### src/rtl/uart_pkg.sv
// Shared UART definitions: FSM state encoding and oversampling constants.
// Used by uart_receiver and uart_transmitter.
package uart_pkg;

    localparam int unsigned STATE_W = 3;

    localparam logic [STATE_W-1:0] IDLE   = 3'd0;
    localparam logic [STATE_W-1:0] START  = 3'd1;
    localparam logic [STATE_W-1:0] DATA   = 3'd2;
    localparam logic [STATE_W-1:0] STOP   = 3'd3;
    localparam logic [STATE_W-1:0] PARITY = 3'd4;

    localparam int unsigned OVERSAMPLE = 16;
    localparam int unsigned MID_TICK   = 7;

    // Counter width for a modulo-n counter, never narrower than min_w.
    function automatic int unsigned cnt_width(input int unsigned n, input int unsigned min_w);
        int unsigned w;
        w = $clog2(n);
        return (w < min_w) ? min_w : w;
    endfunction

endpackage

### src/rtl/uart_sync_2ff.sv
// Generic two-flop synchroniser for asynchronous inputs; both stages reset to 1
// so an idle-high line does not produce a spurious low after reset.
module uart_sync_2ff #(
    parameter int unsigned WIDTH = 1
) (
    input  logic             i_clk,
    input  logic             i_reset_n,
    input  logic [WIDTH-1:0] i_d,
    output logic [WIDTH-1:0] o_q
);

    logic [WIDTH-1:0] meta_q;

    always_ff @(posedge i_clk or negedge i_reset_n) begin
        if (!i_reset_n) begin
            meta_q <= '1;
            o_q    <= '1;
        end else begin
            meta_q <= i_d;
            o_q    <= meta_q;
        end
    end

endmodule

### src/rtl/uart_receiver.sv
// UART receiver, 16x oversampled, LSB first, mid-bit sampling.
// Define UART_RX_PARITY_EN to add a parity bit and o_parity_error.
module uart_receiver
    import uart_pkg::*;
#(
    parameter int unsigned DATA_BITS      = 8,
    parameter int unsigned STP_BITS_TICKS = 16
`ifdef UART_RX_PARITY_EN
    ,
    parameter bit          PARITY_ODD     = 1'b0
`endif
) (
    input  logic                 i_clk,
    input  logic                 i_reset_n,
    input  logic                 i_bd_tick,
    input  logic                 i_rx,
    output logic [DATA_BITS-1:0] o_data,
    output logic                 o_rx_done,
    output logic                 o_frame_error,
`ifdef UART_RX_PARITY_EN
    output logic                 o_parity_error,
`endif
    output logic                 o_rx_busy
);

    localparam int unsigned TW = cnt_width(STP_BITS_TICKS, 4);
    localparam int unsigned BW = cnt_width(DATA_BITS, 1);

    localparam logic [TW-1:0] TICK_MID  = TW'(MID_TICK);
    localparam logic [TW-1:0] TICK_BIT  = TW'(OVERSAMPLE - 1);
    localparam logic [TW-1:0] TICK_STOP = TW'(STP_BITS_TICKS - 1);
    localparam logic [BW-1:0] BIT_LAST  = BW'(DATA_BITS - 1);

    logic                 rx_sync;
    logic [STATE_W-1:0]   state_q, state_d;
    logic [TW-1:0]        tick_q, tick_d;
    logic [BW-1:0]        bit_q, bit_d;
    logic [DATA_BITS-1:0] shift_q, shift_d;
    logic [DATA_BITS-1:0] data_d;
    logic                 done_d;
    logic                 ferr_d;
`ifdef UART_RX_PARITY_EN
    logic                 par_bit_q, par_bit_d;
    logic                 perr_d;
`endif

    uart_sync_2ff #(
        .WIDTH (1)
    ) u_rx_sync (
        .i_clk     (i_clk),
        .i_reset_n (i_reset_n),
        .i_d       (i_rx),
        .o_q       (rx_sync)
    );

    always_comb begin
        state_d = state_q;
        tick_d  = tick_q;
        bit_d   = bit_q;
        shift_d = shift_q;
        data_d  = o_data;
        ferr_d  = o_frame_error;
        done_d  = 1'b0;
`ifdef UART_RX_PARITY_EN
        par_bit_d = par_bit_q;
        perr_d    = o_parity_error;
`endif
        case (state_q)
            IDLE: begin
                // Start-bit detection does not wait for a tick.
                if (!rx_sync) begin
                    state_d = START;
                    tick_d  = '0;
                end
            end
            START: begin
                if (i_bd_tick) begin
                    if (tick_q == TICK_MID) begin
                        if (!rx_sync) begin
                            state_d = DATA;
                            tick_d  = '0;
                            bit_d   = '0;
                        end else begin
                            state_d = IDLE;
                        end
                    end else begin
                        tick_d = tick_q + TW'(1);
                    end
                end
            end
            DATA: begin
                if (i_bd_tick) begin
                    if (tick_q == TICK_BIT) begin
                        shift_d = {rx_sync, shift_q[DATA_BITS-1:1]};
                        tick_d  = '0;
                        if (bit_q == BIT_LAST) begin
`ifdef UART_RX_PARITY_EN
                            state_d = PARITY;
`else
                            state_d = STOP;
`endif
                        end else begin
                            bit_d = bit_q + BW'(1);
                        end
                    end else begin
                        tick_d = tick_q + TW'(1);
                    end
                end
            end
`ifdef UART_RX_PARITY_EN
            PARITY: begin
                if (i_bd_tick) begin
                    if (tick_q == TICK_BIT) begin
                        par_bit_d = rx_sync;
                        tick_d    = '0;
                        state_d   = STOP;
                    end else begin
                        tick_d = tick_q + TW'(1);
                    end
                end
            end
`endif
            STOP: begin
                if (i_bd_tick) begin
                    if (tick_q == TICK_STOP) begin
                        data_d  = shift_q;
                        ferr_d  = ~rx_sync;
                        done_d  = 1'b1;
                        state_d = IDLE;
`ifdef UART_RX_PARITY_EN
                        perr_d  = (^shift_q) ^ par_bit_q ^ PARITY_ODD;
`endif
                    end else begin
                        tick_d = tick_q + TW'(1);
                    end
                end
            end
            default: begin
                state_d = IDLE;
            end
        endcase
    end

    always_ff @(posedge i_clk or negedge i_reset_n) begin
        if (!i_reset_n) begin
            state_q       <= IDLE;
            tick_q        <= '0;
            bit_q         <= '0;
            shift_q       <= '0;
            o_data        <= '0;
            o_rx_done     <= 1'b0;
            o_frame_error <= 1'b0;
            o_rx_busy     <= 1'b0;
        end else begin
            state_q       <= state_d;
            tick_q        <= tick_d;
            bit_q         <= bit_d;
            shift_q       <= shift_d;
            o_data        <= data_d;
            o_rx_done     <= done_d;
            o_frame_error <= ferr_d;
            o_rx_busy     <= (state_d != IDLE);
        end
    end

`ifdef UART_RX_PARITY_EN
    always_ff @(posedge i_clk or negedge i_reset_n) begin
        if (!i_reset_n) begin
            par_bit_q      <= 1'b0;
            o_parity_error <= 1'b0;
        end else begin
            par_bit_q      <= par_bit_d;
            o_parity_error <= perr_d;
        end
    end
`endif

endmodule

### config.mk
export PLATFORM = sky130hd
export DESIGN_NAME = uart_receiver
export DESIGN_NICKNAME = d
export VERILOG_FILES = /design/src/rtl/uart_pkg.sv /design/src/rtl/uart_sync_2ff.sv /design/src/rtl/uart_receiver.sv
export SDC_FILE = /design/constraint.sdc
export NUM_CORES = 1
export LEC_CHECK = 0
export CORE_MARGIN = 3
export CORE_UTILIZATION = 30
export CTS_CLUSTER_SIZE = 14
export DETAILED_ROUTE_END_ITERATION = 16
export PLACE_DENSITY_LB_ADDON = 0.25
export SYNTH_ARGS = -nofsm -noshare
export SYNTH_HDL_FRONTEND = slang
export SYNTH_HIERARCHICAL = 1
export SYNTH_SLANG_ARGS = --single-unit
export TNS_END_PERCENT = 5
### constraint.sdc
create_clock -name i_clk -period 3.1 [get_ports i_clk]
set_input_delay 0.62 -clock i_clk [delete_from_list [all_inputs] [get_ports i_clk]]
set_output_delay 0.62 -clock i_clk [all_outputs]
set_load 0.02 [all_outputs]
==> out/results.ini <==
[status]
outcome = finished clean

[final_layout]
final_nets = 136
drive_gt1_share_pct = 25.4
final_util_pct = 38.4
diodes = 0
areaGrowthSynthToFinish_pct = 19.2

[synth]
yosys-top-cells-count = dfrtp_1, mux2_2, nand2_1
yosysMostFrequentCell = dfrtp_1
syn-num-nets = 119
synth.distinct_cells = 40
netlist_area_mm2 = 0.00146
synthArstFlopShare_pct = 100
synth_area_leader_cell = dfrtp_1
ys_seq_area_share_pct = 53.2
ys_warn_count = 6
postSynthCellCount = 112
synth_seq_cells = 31
synth_area_per_cell_um2 = 13.1
synth_edf_count = 0
yosys-top-cells-area = dfrtp_1, mux2_2, dfstp_2
synth_top_area_share_pct = 49.6
ys.flop_type = dfrtp_1

[power_and_ir_drop]
power_density_mw_per_mm2 = 484
p_leak_nw = 0.792
vdd_drop_max_uv = 308

[placement]
dpl.hpwl_mm = 1.75
gp_congestion = 0.755
portBuffers = 14

[global_route]
grt_pass1_vias = 958
grtUsageTotal_pct = 10.1
grt_pass1_wl_mm = 4.42
overflow = 0
grt_max_degree = 32
antenna_found_initial = 0

[sta]
maxSlewViolCount = 0
slew-limit-headroom_pct = 63.7
hold_viol = 0
fin_crit_ns = 2.18
fmax_mhz = 458
setup_violations = 0
tightest_slew_ns = 0.544
hold_ws_ns = 0.357
setup_tns_ns = 0
finalClockSkew_ns = 0.00580
post-route-period-util_pct = 70.5
rsz0062_at_grt = no

[worst_setup_path]
cp-start-kind = input pin
worstPathArrival_ns = 2.34
critical_path_class = in2reg
startpoint = i_bd_tick
required_ns = 3.26
end_kind = flip-flop
critPathMaxFanout = 11
r2r_start = tick_q[0]

[clock_network]
cts_buffer_depth = 2
cts_buffers = 5
cts_resized = 0
clkLatencyLatePin_ns = 0.27
cts_tree = yes
cts_root_buffer = clkbuf_8
clk_pin_slew_ns = 0.07
ctsHoldBuffers = 0
cts_setup_buffers = 0
htreeDepth = 2
numClockSinks = 31

[floorplanning]
fp-row-count = 24
die_width_um = 75.8
dieHeight_um = 75.8
die_area_mm2 = 0.00575
ioPinCount = 15
start_util_pct = 32.3
core_mm2 = 0.00453

[drt]
wire_per_inst_um = 13.1
drtIter0Drc = 58
vias = 929
post-route-drc-count = 0
via_per_inst = 4.76
ant_nets = 0
finalWirelength_mm = 2.55
drt_pass1_iterations = 4

[min_path]
holdCritPathClass = reg2reg
hp-start = u_rx_sync/meta_q

[flow_run]
cap_violations = 0

[registers in the layout, indices dropped and copies added, names as in the netlist]
signal and flops:
o_data 8, state_q 3, u_rx_sync/o_q 1, tick_q 4, o_rx_busy 1, shift_q 8
o_frame_error 1, o_rx_done 1, bit_q 3, u_rx_sync/meta_q 1
[layout by cell type (no fill, tap or decap), types with 3 or more instances in the layout]
cell type        netlist  routed
dfrtp_1               29      29
mux2_2                16      16
ha_1                   3       3
inv_1                  3       3
nor2_1                 6       6
clkdlybuf4s50_1        0      14
nand3_1                4       4
a221o_1                3       3
clkbuf_8               0       5
nand2_1                7       7
[cell families (layout without fill, tap and decap cells)]
logic type                 Yosys count  count (layout)  synth area share [%]
DFF                                 31              31                  53.2
AOI/OAI and AO/OA                   15              15                  10.0
adders and majority gates            3               3                  2.57
other                                1               1                 0.256
muxes                               20              20                  15.2
and+or+nand+nor                     34              34                  15.7
buffers and inverters                8              26                  3.08
[routing by layer]
| metal | GRT usage, % | vias up | part of all wire [%] |
|---|---|---|---|
| met5 | 0 | - | 0 |
| met4 | 2.33 | 0 | 0.43 |
| met3 | 3.83 | 2 | 4.5 |
| met2 | 15.7 | 14 | 47 |
| met1 | 13.4 | 471 | 48 |
| li1 | - | 442 | - |
[final cells by class]
class | instances | area (µm²)
clock buffer | 6 | 72.6
sequential | 31 | 778
clock inverter | 2 | 12.5
multi-input combinational | 73 | 639
fill | 434 | 2790
timing repair buffer | 15 | 148
tap | 65 | 81.3
inverter | 3 | 11.3
[where the power goes]
group | internal, mW | total, mW | switching (mW)
Combinational | 0.0419 | 0.0780 | 0.0361
Clock | 0.157 | 0.303 | 0.146
Sequential | 0.425 | 0.463 | 0.0383
Total | 0.623 | 0.844 | 0.220
[stage by stage]
stage | cells | power (mW) | setup slack [ns] | instance area, µm²
floorplan | 112 | 0.523 | 1.39 | 1460
global placement | 187 | 0.546 | 0.646 | 1660
detailed placement | 187 | 0.551 | 0.617 | 1660
CTS | 195 | 0.853 | 0.911 | 1740
global route | 195 | 0.888 | 0.790 | 1740
finish | 195 | 0.844 | 0.915 | 1740
[path summary, 6_finish.rpt]
| check | endpoint | slack [ns] | depth (start not counted) |
|---|---|---|---|
| worst max-delay path | o_data[2] | 0.92 | 4 |
| worst min-delay path | u_rx_sync/o_q | 0.36 | 0 |
| worst max register to register | o_data[2] | 1.08 | 4 |
| worst min register to register | u_rx_sync/o_q | 0.36 | 0 |
| max in group asynchronous | u_rx_sync/meta_q | 2.05 | 2 |
| min in group asynchronous | o_rx_busy | 0.73 | 2 |
[critical path, cell delays in order]
cell	delay (ns)
clkdlybuf4s50_1	0.61
nor2b_1	0.25
nand3_1	0.40
mux2_1	0.46
No activity file was read; power rests on OpenSTA's default activity.
